===== config.mk =====
export PLATFORM = sky130hd
export DESIGN_NAME = mem_access_stage
export DESIGN_NICKNAME = d
export VERILOG_FILES = /design/src/rtl/mem_access_stage.sv
export SDC_FILE = /design/constraint.sdc
export NUM_CORES = 1
export LEC_CHECK = 0
export ABC_AREA = 1
export CORE_ASPECT_RATIO = 2
export CORE_MARGIN = 4
export CORE_UTILIZATION = 41
export CTS_BUF_LIST = sky130_fd_sc_hd__clkbuf_4 sky130_fd_sc_hd__clkbuf_8
export DETAILED_ROUTE_END_ITERATION = 8
export GPL_TIMING_DRIVEN = 0
export PLACE_DENSITY = 0.79
export SETUP_SLACK_MARGIN = 0.4
export SLEW_MARGIN = 15
export SYNTH_ARGS = -nofsm -noshare
export SYNTH_HDL_FRONTEND = slang
export SYNTH_SLANG_ARGS = --single-unit

===== constraint.sdc =====
create_clock -name clk -period 1.6 [get_ports clk]
set_input_delay 0.32 -clock clk [delete_from_list [all_inputs] [get_ports clk]]
set_output_delay 0.32 -clock clk [all_outputs]
set_load 0.1 [all_outputs]

===== src/rtl/mem_access_stage.sv =====
// Memory access stage: drives data-memory loads/stores over a req/ready bus,
// formats load data for mem_wb, stalls the pipeline and reports faults/timeouts.
module mem_access_stage #(
    parameter int unsigned TIMEOUT_CYCLES = 16,
    parameter bit          TIMEOUT_EN     = 1'b1
) (
    input  logic        clk,
    input  logic        rst_n,
    input  logic        ex_mem_valid,
    input  logic        ex_mem_memread,
    input  logic        ex_mem_memwrite,
    input  logic [2:0]  ex_mem_funct3,
    input  logic [31:0] result_ex_mem,
    input  logic [31:0] ex_mem_store_data,
    output logic [31:0] read_data,
    output logic        mem_stall,
    output logic        access_fault,
    output logic        bus_error,
    output logic        dmem_req,
    output logic        dmem_we,
    output logic [31:0] dmem_addr,
    output logic [31:0] dmem_wdata,
    output logic [3:0]  dmem_wstrb,
    input  logic        dmem_ready,
    input  logic [31:0] dmem_rdata
);

    localparam int unsigned CW = (TIMEOUT_CYCLES > 0) ? $clog2(TIMEOUT_CYCLES + 1) : 1;
    localparam logic [CW-1:0] TLAST = CW'(TIMEOUT_CYCLES - 1);

    typedef enum logic [1:0] {
        IDLE,
        BUSY,
        DONE
    } state_t;

    state_t        state;
    state_t        state_nxt;
    logic [CW-1:0] tcnt;
    logic [1:0]    lat_off;
    logic [2:0]    lat_f3;

    logic          access;
    logic          bad;
    logic          start;
    logic          complete;
    logic          abort;
    logic [3:0]    fmt_wstrb;
    logic [31:0]   fmt_wdata;
    logic [31:0]   load_fmt;
    logic [7:0]    ld_byte;
    logic [15:0]   ld_half;

    assign access = ex_mem_valid & (ex_mem_memread | ex_mem_memwrite);

    always_comb begin
        bad = 1'b1;
        case (ex_mem_funct3)
            3'b000, 3'b100: bad = 1'b0;
            3'b001, 3'b101: bad = result_ex_mem[0];
            3'b010:         bad = (result_ex_mem[1:0] != 2'b00);
            default:        bad = 1'b1;
        endcase
    end

    // Store lanes: data is replicated across the word so the strobe alone picks the bytes.
    always_comb begin
        fmt_wstrb = 4'b1111;
        fmt_wdata = ex_mem_store_data;
        case (ex_mem_funct3[1:0])
            2'b00: begin
                fmt_wstrb = 4'b0001 << result_ex_mem[1:0];
                fmt_wdata = {4{ex_mem_store_data[7:0]}};
            end
            2'b01: begin
                fmt_wstrb = result_ex_mem[1] ? 4'b1100 : 4'b0011;
                fmt_wdata = {2{ex_mem_store_data[15:0]}};
            end
            default: begin
                fmt_wstrb = 4'b1111;
                fmt_wdata = ex_mem_store_data;
            end
        endcase
    end

    always_comb begin
        ld_byte = dmem_rdata[7:0];
        case (lat_off)
            2'd0:    ld_byte = dmem_rdata[7:0];
            2'd1:    ld_byte = dmem_rdata[15:8];
            2'd2:    ld_byte = dmem_rdata[23:16];
            default: ld_byte = dmem_rdata[31:24];
        endcase
        ld_half = lat_off[1] ? dmem_rdata[31:16] : dmem_rdata[15:0];
        load_fmt = dmem_rdata;
        case (lat_f3)
            3'b000:  load_fmt = {{24{ld_byte[7]}}, ld_byte};
            3'b100:  load_fmt = {24'h0, ld_byte};
            3'b001:  load_fmt = {{16{ld_half[15]}}, ld_half};
            3'b101:  load_fmt = {16'h0, ld_half};
            default: load_fmt = dmem_rdata;
        endcase
    end

    always_ff @(posedge clk) begin
        if (!rst_n) begin
            state <= IDLE;
        end else begin
            state <= state_nxt;
        end
    end

    // Stall/fault are gated by reset so a live ex_mem entry cannot stall a held-in-reset core.
    always_comb begin
        state_nxt    = state;
        mem_stall    = 1'b0;
        access_fault = 1'b0;
        start        = 1'b0;
        complete     = 1'b0;
        abort        = 1'b0;
        case (state)
            IDLE: begin
                if (access) begin
                    if (bad) begin
                        access_fault = rst_n;
                    end else begin
                        start     = 1'b1;
                        mem_stall = rst_n;
                        state_nxt = BUSY;
                    end
                end
            end
            BUSY: begin
                mem_stall = rst_n;
                if (dmem_ready) begin
                    complete  = 1'b1;
                    state_nxt = DONE;
                end else if (TIMEOUT_EN && (tcnt == TLAST)) begin
                    abort     = 1'b1;
                    state_nxt = DONE;
                end
            end
            DONE: begin
                state_nxt = IDLE;
            end
            default: begin
                state_nxt = IDLE;
            end
        endcase
    end

    always_ff @(posedge clk) begin
        if (!rst_n) begin
            tcnt       <= '0;
            lat_off    <= '0;
            lat_f3     <= '0;
            read_data  <= '0;
            bus_error  <= 1'b0;
            dmem_req   <= 1'b0;
            dmem_we    <= 1'b0;
            dmem_addr  <= '0;
            dmem_wdata <= '0;
            dmem_wstrb <= '0;
        end else begin
            if (start) begin
                dmem_req   <= 1'b1;
                dmem_we    <= ex_mem_memwrite;
                dmem_addr  <= {result_ex_mem[31:2], 2'b00};
                dmem_wdata <= ex_mem_memwrite ? fmt_wdata : '0;
                dmem_wstrb <= ex_mem_memwrite ? fmt_wstrb : 4'b0000;
                lat_off    <= result_ex_mem[1:0];
                lat_f3     <= ex_mem_funct3;
                tcnt       <= '0;
            end
            if (state == BUSY) begin
                if (complete) begin
                    dmem_req <= 1'b0;
                    tcnt     <= '0;
                    if (!dmem_we) begin
                        read_data <= load_fmt;
                    end
                end else if (abort) begin
                    dmem_req  <= 1'b0;
                    bus_error <= 1'b1;
                    read_data <= '0;
                    tcnt      <= '0;
                end else if (TIMEOUT_EN) begin
                    tcnt <= tcnt + 1'b1;
                end
            end
            if (state == DONE) begin
                bus_error <= 1'b0;
            end
        end
    end

endmodule


==> PnR_summary.wiki <==
{| class="wikitable"
! Metric !! Value
|-
| Initial DRC count || 450
|-
| Post-detailed-route via-to-cell ratio || 5.50
|-
| Delay of the slowest critical-path stage || 0.35 ns
|-
| Met3 routed wirelength || 1.94 mm
|-
| Final cycle utilization of the critical path || 126%
|-
| CTS HTree Levels || 4
|-
| Worst endpoint data arrival time || 1.70 ns
|-
| Pin count of the biggest net entering global routing || 17
|-
| Max-cap violations || 0
|-
| Placement-stage cell area || 0.00790 mm^2
|-
| Async S/R FF share, synth || 0%
|-
| Cell at the root of the clock tree || sky130_fd_sc_hd__clkbuf_8
|-
| Clock transition at path regs || 0.07 ns
|-
| Count of yosys warnings during synthesis || 0
|-
| Fin worst setup slack || -0.416 ns
|-
| Portion of the post-synthesis area used by sequential elements || 41.7%
|-
| Number of hold violations in the final report || 0
|-
| Flip-flop cell with the highest count after synthesis || sky130_fd_sc_hd__dfxtp_1
|-
| Required time at the worst-slack endpoint || 1.28 ns
|-
| Top layer used by detailed routing || met4
|-
| Violated checks || setup timing
|-
| Core Area || 0.0130 mm^2
|-
| Clock Sink Count || 113
|-
| Category of the most critical setup path || reg2out
|-
| Leakage dissipation || 4.54 nW
|-
| Maximum buffer depth of the clock tree || 2
|-
| Initial antenna violation count || 1
|-
| Residual antenna-violating net count after detailed routing || 0
|-
| Area share of the leading cell type in the synthesized netlist || 41.7%
|-
| Standard-cell rows || 59
|-
| Routed metal-1 wire length || 8.16 mm
|-
| Total of fill cells in the finished design || 668
|-
| Most frequently used cell type in the post-synthesis netlist || sky130_fd_sc_hd__nand2_1
|-
| Initial core utilization || 41.7%
|-
| Avg Cell Area, Syn || 6.58 um^2
|-
| First-pass GRT wire length || 33.3 mm
|-
| Number of hold buffers added after cts || 0
|-
| Startpoint of the worst hold path || rst_n
|-
| Final #Nets || 1228
|-
| Half-perimeter wire length after placement || 15.2 mm
|-
| VDD IR-drop max || 810 uV
|-
| Cell-internal power || 5.93 mW
|-
| Quantity of I/O buffers inserted on ports || 207
|-
| Number of global-route vias before repair || 6728
|-
| Critical-path cell with the highest stage delay || sky130_fd_sc_hd__dfxtp_1
|-
| Average routed wire per standard cell || 20.5 um
|-
| Run status || finished with violations
|-
| Power share of the sequential group || 33.8%
|-
| Total power draw || 8.93 mW
|-
| Die area || 0.0152 mm^2
|-
| Worst Skew || 0.0192 ns
|-
| Critical-path cell list || nor2_2, nand2_2, nor2_4, nand3_4, buf_8, a21oi_4, buf_12
|-
| Post-layout min period || 2.02 ns
|-
| Crit path max fanout || 2
|-
| Post-synth EDFFs || 0
|-
| Placer's final routability congestion estimate || 0.928
|-
| Total Routing Usage GR || 28.8%
|-
| Clock tree from TritonCTS || built
|-
| Instance count of the mapped netlist || 824
|-
| Number of register bits inferred by synthesis || 113
|-
| Final number of max-transition violations || 0
|-
| Launching point of the worst reg2reg path || state[0]$_SDFFE_PN0P_
|-
| DR pass1 iterations || 6
|-
| Met2 wire length || 14.3 mm
|-
| Endpoint kind of the worst setup timing path || primary output
|-
| Dominant cell type by area after synthesis || sky130_fd_sc_hd__dfxtp_1
|-
| Detailed Route WL || 26.4 mm
|-
| I/O pin total || 210
|-
| DR vias || 7075
|-
| Top cells by instance count after synthesis || sky130_fd_sc_hd__nand2_1 (233), sky130_fd_sc_hd__nor2_1 (144), sky130_fd_sc_hd__dfxtp_1 (113)
|-
| Crit path launch type || flip-flop
|-
| Chip width || 89.3 um
|-
| Power density over the cells || 814 mW/mm^2
|-
| Highest clock frequency the design can meet || 496 MHz
|-
| Number of buffers created by CTS || 17
|-
| Switching power summed over all nets || 3.00 mW
|-
| Layout cell share with drive strength beyond 1 || 44.4%
|-
| Path type of the worst min-delay path || in2reg
|-
| Number of placed instances with taps included || 1184
|-
| Post-route DRC || 0
|-
| Number of distinct library cell variants in the gate-level netlist after synthesis || 32
|-
| Number of standard cells in the layout, taps in and fillers out || 1287
|-
| Clk pwr share || 37.0%
|-
| Area of all placed cells without fillers || 0.0110 mm^2
|-
| Area growth, synth to finish || 102%
|-
| Post-synthesis instance area || 0.00542 mm^2
|-
| Util after Layout || 84.4%
|-
| Worst-skew pair later-pin latency || 0.45 ns
|-
| Worst rel slew slack || 56.6%
|-
| Die height || 171 um
|-
| Switch share || 33.6%
|-
| Slew at the pin closest to its max-slew limit || 0.651 ns
|-
| Top cells by area, synth || sky130_fd_sc_hd__dfxtp_1 (42%), sky130_fd_sc_hd__nand2_1 (16%), sky130_fd_sc_hd__nor2_1 (10%)
|-
| Setup repair after global routing missed its margin || true
|-
| Comb power frac || 29.1%
|-
| Setup-failing EPs final || 48
|-
| Start point of the critical path || state[1]$_SDFFE_PN0P_
|-
| Overflow left after global routing || 0
|}
## layout by cell type, fill, tap and decap left out, types with 19 or more instances in the layout
cell type                         synthesis  layout
sky130_fd_sc_hd__nand2_1                233     199
sky130_fd_sc_hd__nor2_1                 144     120
sky130_fd_sc_hd__buf_12                   0     111
sky130_fd_sc_hd__clkdlybuf4s50_1          0      99
sky130_fd_sc_hd__dfxtp_2                  0      83
sky130_fd_sc_hd__a21oi_1                 95      60
sky130_fd_sc_hd__buf_4                   15      50
sky130_fd_sc_hd__inv_1                   53      48
sky130_fd_sc_hd__a21oi_2                  0      32
sky130_fd_sc_hd__nand2_2                  1      27
sky130_fd_sc_hd__nor2_2                   1      22
sky130_fd_sc_hd__o21ai_2                  0      22
sky130_fd_sc_hd__dfxtp_4                  0      22
sky130_fd_sc_hd__clkbuf_8                 0      20
sky130_fd_sc_hd__nand3_1                 20      19
## through the flow
step	hold slack, ns	setup TNS [ns]	setup WS, ns
2_1_floorplan	0.445	-0.178	-0.178
3_3_place_gp	0.434	-69.86	-1.53
3_5_place_dp	0.438	-72.42	-1.55
4_1_cts	0.408	-0.887	-0.373
5_1_grt	0.289	-5.12	-0.434
6_report	0.272	-3.22	-0.416
## final timing paths
path,slack [ns],end,depth (start not counted)
max,-0.42,mem_stall,7
min,0.27,tcnt[0]$_SDFFE_PN0P_,3
max reg2reg,-0.14,read_data[10]$_SDFFE_PN0P_,9
min reg2reg,0.48,read_data[13]$_SDFFE_PN0P_,2
## kinds of logic (layout without fill, tap and decap cells)
group                    count (synthesis)  count (layout)  synth area share (%)
flip-flops                             113             113                  41.7
other                                    1               3                0.0692
adder cells (fa/ha/maj)                  2               2                 0.462
buffers and inverters                  109             417                  9.55
XOR/XNOR                                 1               1                 0.162
AND/OR/NAND/NOR                        443             444                  33.7
AO/OA/AOI/OAI                          155             155                  14.3
## sequential cells by signal, indices dropped and copies added (netlist names)
signal and cells:
tcnt 5, lat_f3 3, read_data 32, dmem_addr 30
lat_off 2, dmem_req 1, bus_error 1, dmem_we 1
dmem_wstrb 4, dmem_wdata 32, state 2
## critical path, delay by kind of cell, from the launching register on
| kind | cells | cell delay, ns |
|---|---|---|
| buffers and inverters | 2 | 0.33 |
| flip-flops | 1 | 0.35 |
| AO/OA/AOI/OAI | 1 | 0.14 |
| AND/OR/NAND/NOR | 4 | 0.44 |
## power groups by stage
stage,registers [mW],logic [mW],clock network [mW]
floorplan,3.71,0.648,0
global placement,3.05,1.95,0
detailed placement,3.05,1.96,0
CTS,3.03,2.28,3.28
global route,3.03,2.70,3.42
finish,3.02,2.60,3.31
## final cells by class
type | count | area (um^2) | area share (%)
repair buffers | 274 | 3880 | 35.3
inverters | 59 | 262 | 2.38
diodes | 1 | 2.50 | 0.0228
well taps | 152 | 190 | 1.73
clock buffers | 20 | 275 | 2.51
flip-flops and latches | 113 | 2450 | 22.3
multi-input cells | 604 | 3200 | 29.1
repair inverters | 2 | 27.5 | 0.251
plain buffers | 50 | 484 | 4.42
clock inverters | 12 | 204 | 1.86
## repair_timing
item,in CTS,in global routing
endpoints found under the setup margin,216,216
buffers inserted,18,39
pin swaps,23,21
resized for setup,1050,171
cloned,3,10
## metal layers
| metal | GRT usage, % | vias to the layer above |
|---|---|---|
| li1 | - | 3211 |
| met1 | 26.5 | 3290 |
| met2 | 54.9 | 433 |
| met3 | 6.55 | 141 |
| met4 | 16.1 | 0 |
| met5 | 0 | - |
Power figures use the tool's default switching activity.
